## src/rtl/ram_burst_ctrl.sv

```systemverilog
// Burst controller for a small registered-read RAM.
// A command sets a start address and a length. A write burst streams words from the
// wr_* handshake into the RAM. A read burst issues one RAM read per word, captures
// the result, and offers it on the rd_* handshake.
module ram_burst_ctrl #(
  parameter int DATA_W = 8,
  parameter int ADR_W  = 3
) (
  input  logic              clk,
  input  logic              rst,
  input  logic              cmd_valid,
  output logic              cmd_ready,
  input  logic              cmd_rd,
  input  logic [ADR_W-1:0]  cmd_adr,
  input  logic [ADR_W-1:0]  cmd_len,
  input  logic [DATA_W-1:0] wr_data,
  input  logic              wr_valid,
  output logic              wr_ready,
  output logic [DATA_W-1:0] rd_data,
  output logic              rd_valid,
  input  logic              rd_ready,
  output logic              busy,
  output logic              done,
  output logic              ram_w,
  output logic [ADR_W-1:0]  ram_adr,
  output logic [DATA_W-1:0] ram_din,
  input  logic [DATA_W-1:0] ram_dout
);

  typedef enum logic [2:0] {
    IDLE   = 3'd0,
    WR     = 3'd1,
    RD_REQ = 3'd2,
    RD_CAP = 3'd3,
    RD_OUT = 3'd4
  } state_t;

  state_t            state, state_nxt;
  logic [ADR_W-1:0]  cur_adr, cur_adr_nxt;
  logic [ADR_W-1:0]  len, len_nxt;
  logic [ADR_W-1:0]  cnt, cnt_nxt;
  logic [DATA_W-1:0] rd_data_nxt;
  logic              rd_valid_nxt;

  // The address always follows the burst pointer, and the write data passes straight through.
  // A read is therefore requested on every cycle that ram_w is low.
  assign ram_adr = cur_adr;
  assign ram_din = wr_data;
  assign busy    = (state != IDLE) && !rst;

  // State register and burst bookkeeping. The read output register is also cleared on reset.
  always_ff @(posedge clk) begin
    if (rst) begin
      state    <= IDLE;
      cur_adr  <= '0;
      len      <= '0;
      cnt      <= '0;
      rd_valid <= 1'b0;
      rd_data  <= '0;
    end else begin
      state    <= state_nxt;
      cur_adr  <= cur_adr_nxt;
      len      <= len_nxt;
      cnt      <= cnt_nxt;
      rd_valid <= rd_valid_nxt;
      rd_data  <= rd_data_nxt;
    end
  end

  // Next-state logic and the combinational handshake outputs. Reset masks every strobe.
  always_comb begin
    state_nxt    = state;
    cur_adr_nxt  = cur_adr;
    len_nxt      = len;
    cnt_nxt      = cnt;
    rd_valid_nxt = rd_valid;
    rd_data_nxt  = rd_data;
    cmd_ready    = 1'b0;
    wr_ready     = 1'b0;
    ram_w        = 1'b0;
    done         = 1'b0;

    case (state)
      IDLE: begin
        cmd_ready = 1'b1;
        if (cmd_valid) begin
          cur_adr_nxt = cmd_adr;
          len_nxt     = cmd_len;
          cnt_nxt     = '0;
          state_nxt   = cmd_rd ? RD_REQ : WR;
        end
      end

      WR: begin
        wr_ready = 1'b1;
        if (wr_valid) begin
          ram_w       = 1'b1;
          cur_adr_nxt = cur_adr + ADR_W'(1);
          cnt_nxt     = cnt + ADR_W'(1);
          if (cnt == len) begin
            done      = 1'b1;
            state_nxt = IDLE;
          end
        end
      end

      // The address is already presented. The RAM registers its output at this edge.
      RD_REQ: state_nxt = RD_CAP;

      RD_CAP: begin
        rd_data_nxt  = ram_dout;
        rd_valid_nxt = 1'b1;
        state_nxt    = RD_OUT;
      end

      RD_OUT: begin
        if (rd_ready) begin
          rd_valid_nxt = 1'b0;
          if (cnt == len) begin
            done      = 1'b1;
            state_nxt = IDLE;
          end else begin
            cur_adr_nxt = cur_adr + ADR_W'(1);
            cnt_nxt     = cnt + ADR_W'(1);
            state_nxt   = RD_REQ;
          end
        end
      end

      default: state_nxt = IDLE;
    endcase

    if (rst) begin
      cmd_ready = 1'b0;
      wr_ready  = 1'b0;
      ram_w     = 1'b0;
      done      = 1'b0;
    end
  end

endmodule
```

## config.mk

```make
export PLATFORM = sky130hd
export DESIGN_NAME = ram_burst_ctrl
export DESIGN_NICKNAME = d
export VERILOG_FILES = /design/src/rtl/ram_burst_ctrl.sv
export SDC_FILE = /design/constraint.sdc
export NUM_CORES = 1
export LEC_CHECK = 0
export ABC_AREA = 1
export CORE_ASPECT_RATIO = 1.25
export CORE_MARGIN = 3
export CORE_UTILIZATION = 30
export DETAILED_ROUTE_END_ITERATION = 10
export PLACE_DENSITY = 0.6
export SYNTH_ARGS = -nofsm -noshare
export SYNTH_HDL_FRONTEND = slang
export SYNTH_SLANG_ARGS = --single-unit
export TNS_END_PERCENT = 10
```

## constraint.sdc

```tcl
create_clock -name clk -period 1.5 [get_ports clk]
set_clock_uncertainty 0.1 [all_clocks]
set_input_delay 0.3 -clock clk [delete_from_list [all_inputs] [get_ports clk]]
set_output_delay 0.3 -clock clk [all_outputs]
set_load 0.1 [all_outputs]
```

==> flow_summary_export.csv, run 1 <==
group,metric,value,unit
run_status,status,"complete, but fails checks",
run_status,violations,"setup timing",
worst_setup_path,critical_path.most_common_cell,"nand2_2",
pwr,powerDensity,1198,mW/mm^2
global_route,grt_pass1_vias,1136,
timing,period_minus_slack,1855,ps
clocking,clock_latency,260,ps
detailed_routing,drt-vias-per-instance,4.396,
yosys,synth_compound_area_share,11.44,%
timing,setup_viol,5,
yosys,synthesis.area,0.001137,mm^2
timing,worst_pin_slew,435.4,ps
timing,setup_ws,-354.5,ps
yosys,yosysMostFrequentCell,"nand2_1",
floorplanning,rows,24,
yosys,ys_seq_area_share,36.96,%
yosys,netlist_instances,165,
timing,post-route-period-util,123.6,%
yosys,netlist_top_cells_count,"nand2_1 (34), nor2_1 (33), dfxtp_1 (21)",
cells_and_area,insertedDiodeCount,0,
placement,pre_cts_slack,-399.5,ps
timing,fmaxAchievable,0.5392,GHz
placement,gp_congestion,0.7367,
worst_setup_path,crit_chain,"inv_2 -> nand2_2 -> nand2_2 -> nor2_4 -> nand2_2 -> nor4_4 -> buf_12",
global_route,grt_max_degree,16,
flow_run,cap_violations,0,
pwr,power.total,2.369,mW
worst_setup_path,critPathSlowestCell,"dfxtp_2",
floorplanning,die_w,61.07,um
yosys,yosysTopAreaCell,"dfxtp_1",
clocking,cts-root-buf,"clkbuf_8",
clocking,h-tree-depth,1,
global_route,grt_antenna_before_repair,0,
floorplanning,ios,53,
placement,post_dp_cell_area,0.001844,mm^2
detailed_routing,vias,1143,
timing,fin_tns_setup,-1017,ps
cells_and_area,stdcell_area,0.001978,mm^2
detailed_routing,wl_per_cell,10.25,um
worst_setup_path,end_kind,"primary output",
yosys,synth-async-reset-ratio,0,%
worst_setup_path,crit_buf_inv,2,
detailed_routing,ant_nets,0,
worst_setup_path,crit_type,"reg2out",
worst_setup_path,cp.arrival,1450,ps
clocking,numCtsBuffers,3,
detailed_routing,drt_iter0_markers,33,
yosys,yosys-top-cells-area,"dfxtp_1 (37%), nand2_1 (11%), nor2_1 (11%)",
floorplanning,die_height,74.84,um
placement,io_buffers,36,
yosys,synth_edf_count,0,
cells_and_area,syn2layout_area_growth,73.93,%
timing,whs,382.3,ps
pwr,p_leak,0.8842,nW
clocking,cts.reportedPaths.clkPinSlew,80,ps
clocking,clkSinkCount,21,
timing,rsz0062_at_grt,"true",
clocking,cts_tree,"done",
yosys,synth-xor-area-share,2.310,%
yosys,postSynthAreaPerCell,6.893,um^2
min_path,hp-class,"reg2reg",
clocking,clockBufferDepth,2,
pwr,ir_drop,0.5137,mV
global_route,grt_pass1_wl,4.636,mm
placement,dp_hpwl,2.079,mm
floorplanning,die_area,0.004570,mm^2
yosys,ys_types,25,
detailed_routing,first_pass_iters,4,
yosys,synth.area.mux_share,0,%
yosys,ys.flop_type,"dfxtp_1",
cells_and_area,nets,252,
floorplanning,initial_core_util,31.83,%
yosys,synth_top_family_by_area,"simple AND/OR/NAND/NOR gates",
yosys,synthesis.nets,195,
cells_and_area,nFillCells,329,
timing,slew_violations,0,
timing,slew_headroom,70.94,%
floorplanning,coreArea,0.003573,mm^2
global_route,grt_overflow,0,
cells_and_area,stdcell_count,260,
worst_setup_path,crit_family,"simple AND/OR/NAND/NOR gates",
cells_and_area,drive_gt1_share,38.01,%
placement,post-place-cells,253,
yosys,yosys_register_bits,21,
worst_setup_path,start_kind,"flop",
yosys,yosysWarnings,0,
global_route,grt_usage,13.21,%
yosys,synthSimpleGateAreaFrac,34.10,%
detailed_routing,drcViolationCount,0,
worst_setup_path,crit_fanout,3,
yosys,synth_fa_ha_area_share,2.200,%
worst_setup_path,slowest_delay,360,ps
worst_setup_path,worstPathRequired,1100,ps
detailed_routing,wirelength,2.666,mm
cells_and_area,final_util,55.36,%
yosys,netlist.area_leader.share,36.96,%
timing,hold_viol_final,0,
-- per-layer routing --
layer / track usage (%) / up-vias / part of all wire [%]
li1: - / 621 / -
met1: 16.60 / 498 / 45
met2: 21.76 / 20 / 49
met3: 2.744 / 4 / 4.4
met4: 5.301 / 0 / 1.7
met5: 0 / - / 0
-- path summary, 6_finish.rpt --
kind	startpoint	to	slack, ps	cells after the start
setup / recovery	cnt[1]$_SDFFE_PP0P_	done	-350	7
hold / removal	len[2]$_SDFFE_PP0P_	len[2]$_SDFFE_PP0P_	380	2
setup reg to reg	cnt[1]$_SDFFE_PP0P_	state[0]$_SDFFE_PP0P_	50	11
hold reg to reg	len[2]$_SDFFE_PP0P_	len[2]$_SDFFE_PP0P_	380	2
-- cell usage in the layout (no fill, tap or decap), types with 2 or more instances in the layout --
cell type | synthesis | routed
buf_4 | 8 | 27
nor2_4 | 1 | 5
nor2_1 | 33 | 28
nand3_1 | 4 | 3
nand2_1 | 34 | 31
o21ai_0 | 15 | 11
dfxtp_2 | 0 | 6
nand2_2 | 4 | 7
dfxtp_1 | 21 | 14
ha_1 | 2 | 2
o21ai_1 | 0 | 4
inv_1 | 15 | 12
nand3_2 | 1 | 2
clkdlybuf4s50_1 | 0 | 18
buf_12 | 0 | 17
nor2_2 | 2 | 3
nor3_4 | 1 | 2
clkbuf_8 | 0 | 3
a21oi_1 | 8 | 7
xnor2_1 | 3 | 3
nand4_1 | 2 | 2
inv_2 | 3 | 5
-- state kept, by name, indices dropped and copies added, names as in the netlist --
register / cells
state: 3
ram_adr: 3
len: 3
rd_valid: 1
rd_data: 8
cnt: 3
-- area by class of cell --
cell class	count	area [um^2]	area share [%]
clock inverters	1	5.005	0.2530
clock buffers	3	41.29	2.087
repair buffers	63	732.0	37.00
well taps	39	48.80	2.467
flip-flops and latches	21	431.7	21.82
multi-input cells	115	649.4	32.83
inverters	18	70.07	3.542
-- logic make-up (layout without fill, tap and decap cells) --
kind of cell,count (synthesis),after routing
buf+inv,29,85
compound gates,25,25
fa+ha+maj,2,2
simple gates,85,85
flops,21,21
xor+xnor,3,3
-- timing repair --
item / in CTS / in global routing
gates resized for setup: 16 / 14
setup buffers: 2 / 1
endpoints found under the setup margin: 19 / 15
hold buffers: 0 / 0
pin swaps: 4 / 3
-- worst reg2reg max path: stages (launching register included) --
cell and delay, ps:
dfxtp_2 360, inv_2 40, nand2_2 50, nand2_2 60
nor2_4 110, nand2_2 70, buf_4 140, buf_4 120
nand2_1 50, nand2_1 70, o21ai_1 130, inv_1 50
-- power breakdown --
group / internal [mW] / switching (mW)
registers: 0.634 / 0.0788
clock network: 0.185 / 0.197
logic: 0.533 / 0.742
total: 1.35 / 1.02
(Power assumes the default switching activity.)
==> inputs of run 2 (changes only) <==
--- a/config.mk
+++ b/config.mk
@@ -10,7 +10,8 @@
 export CORE_MARGIN = 3
 export CORE_UTILIZATION = 30
 export DETAILED_ROUTE_END_ITERATION = 10
-export PLACE_DENSITY = 0.6
+export DONT_BUFFER_PORTS = 1
+export PLACE_DENSITY = 0.42
 export SYNTH_ARGS = -nofsm -noshare
 export SYNTH_HDL_FRONTEND = slang
 export SYNTH_SLANG_ARGS = --single-unit
==> run 2 against run 1 <==
Against the previous run: the run ends with hold timing, setup timing left; via count fell by 1.7%; first-iteration DRC count grew 3.0%; final area shrank 20%; power fell by 8.1%; count of clock-buffer cells in the layout stayed put; flip-flop and latch count is the same; critical path type unchanged; critical endpoint unchanged.
==> flow_summary_export.csv, run 2 (synthesis results as in run 1) <==
group,metric,value,unit
timing,slew_headroom,69.84,%
cells_and_area,multi_input_area,620.6,um^2
cells_and_area,drive_gt1_share,38.38,%
cells_and_area,regMostFlops,"rd_data",
timing,setup_ws,-352.7,ps
detailed_routing,wl_per_cell,12.22,um
worst_setup_path,crit_fanout,4,
detailed_routing,vias,1124,
clocking,clkSinkCount,21,
timing,setup_viol,5,
timing,post-route-period-util,123.5,%
detailed_routing,ant_nets,0,
cells_and_area,final_common_cell,"buf_4",
cells_and_area,regArea,429.2,um^2
global_route,grt_overflow,0,
detailed_routing,drcViolationCount,0,
floorplanning,ios,53,
clocking,clock_latency,260,ps
timing,worst_pin_slew,451.9,ps
worst_setup_path,r2r_slack,60,ps
timing,fin_tns_setup,-1183,ps
placement,post_dp_cell_area,0.001503,mm^2
floorplanning,die_w,61.07,um
cells_and_area,stdcell_count,237,
floorplanning,initial_core_util,31.83,%
pwr,ir_drop,0.7121,mV
cells_and_area,final_util,44.15,%
run_status,violations,"hold timing, setup timing",
global_route,grt_usage,14.51,%
cells_and_area,largest_reg_flops,8,
floorplanning,die_area,0.004570,mm^2
clocking,numCtsBuffers,3,
placement,post-place-cells,233,
clocking,clockBufferDepth,2,
detailed_routing,wirelength,2.895,mm
timing,period_minus_slack,1853,ps
clocking,cts_tree,"done",
worst_setup_path,r2r-end,"cnt[0]$_SDFFE_PP0P_",
placement,pre_cts_slack,-161.9,ps
worst_setup_path,end_kind,"primary output",
flow_run,cap_violations,0,
pwr,power.total,2.178,mW
clocking,h-tree-depth,1,
worst_setup_path,crit_path_end,"done",
cells_and_area,final_cell_mix,"buf_4 (35), nand2_1 (33), nor2_1 (28)",
timing,hold_viol_final,3,
clocking,cts-root-buf,"clkbuf_8",
cells_and_area,insertedDiodeCount,0,
worst_setup_path,slowest_delay,340,ps
detailed_routing,first_pass_iters,4,
detailed_routing,drt_iter0_markers,34,
global_route,grt_pass1_vias,1130,
pwr,p_leak,0.7450,nW
floorplanning,rows,24,
timing,slew_violations,0,
global_route,grt_max_degree,16,
floorplanning,die_height,74.84,um
global_route,grt_antenna_before_repair,0,
placement,gp_congestion,0.9023,
worst_setup_path,start_kind,"flop",
global_route,grt_pass1_wl,5.002,mm
min_path,hp-class,"in2reg",
timing,rsz0062_at_grt,"true",
cells_and_area,nFillCells,367,
placement,dp_hpwl,2.312,mm
floorplanning,coreArea,0.003573,mm^2
timing,whs,-12.53,ps
worst_setup_path,cp.arrival,1450,ps
detailed_routing,drt-vias-per-instance,4.743,
worst_setup_path,r2r_cells,9,
worst_setup_path,worstPathRequired,1100,ps
worst_setup_path,crit_chain,"inv_2 -> nand2_2 -> nor2_2 -> o21ai_0 -> nor4_4 -> buf_12",
worst_setup_path,crit_type,"reg2out",
cells_and_area,stdcell_area,0.001578,mm^2
pwr,powerDensity,1381,mW/mm^2
cells_and_area,nets,229,
worst_setup_path,crit_start,"state[1]$_SDFFE_PP0P_",
placement,io_buffers,0,
run_status,status,"complete, but fails checks",
worst_setup_path,critPathSlowestCell,"dfxtp_2",
clocking,cts.reportedPaths.clkPinSlew,80,ps
timing,fmaxAchievable,0.5397,GHz
worst_setup_path,timing.rr.start,"state[1]$_SDFFE_PP0P_",
clocking,cts_setup_buffers,0,
cells_and_area,syn2layout_area_growth,38.72,%
run 2: per-layer routing:
layer	global-route usage, %	wire [um]
met1	16.96	1149
met2	25.88	1542
met3	2.230	141
met4	5.783	61
met5	0	0
run 2: final cells by class:
| cell class | count | area share [%] |
|---|---|---|
| multi-input combinational | 115 | 39.33 |
| sequential | 21 | 27.20 |
| timing repair buffer | 40 | 23.00 |
| inverter | 18 | 4.282 |
| tap | 39 | 3.093 |
| clock buffer | 3 | 2.617 |
| clock inverter | 1 | 0.4758 |
run 2: worst max-delay path: cells and delay by family, from the launching register on:
kind | cells | cell delay [ps]
simple gates | 3 | 400
compound gates | 1 | 150
flops | 1 | 340
buf+inv | 2 | 300
run 2: worst min-delay path by stage:
stage,cells past startpoint,startpoint,to
after CTS,1,rst,rd_valid$_SDFFE_PP0P_
final,1,rst,state[2]$_SDFFE_PP0P_
after global placement,1,rst,state[2]$_SDFFE_PP0P_
after floorplan,2,ram_dout[0],rd_data[0]$_SDFFE_PP0P_
after detailed placement,1,rst,rd_valid$_SDFFE_PP0P_
after global routing,1,rst,rd_valid$_SDFFE_PP0P_
run 2: timing repair:
action                                  in CTS  in global routing
gates resized for setup                     13                  3
pin swaps                                    1                  4
endpoints found under the hold margin        5                  5
endpoints found under the setup margin       9                 12
run 2: power breakdown:
group	switching (mW)	leakage [nW]	internal [mW]	total, mW
registers	0.0452	0.174	0.632	0.678
logic	0.734	0.549	0.386	1.12
clock network	0.193	0.0217	0.188	0.381
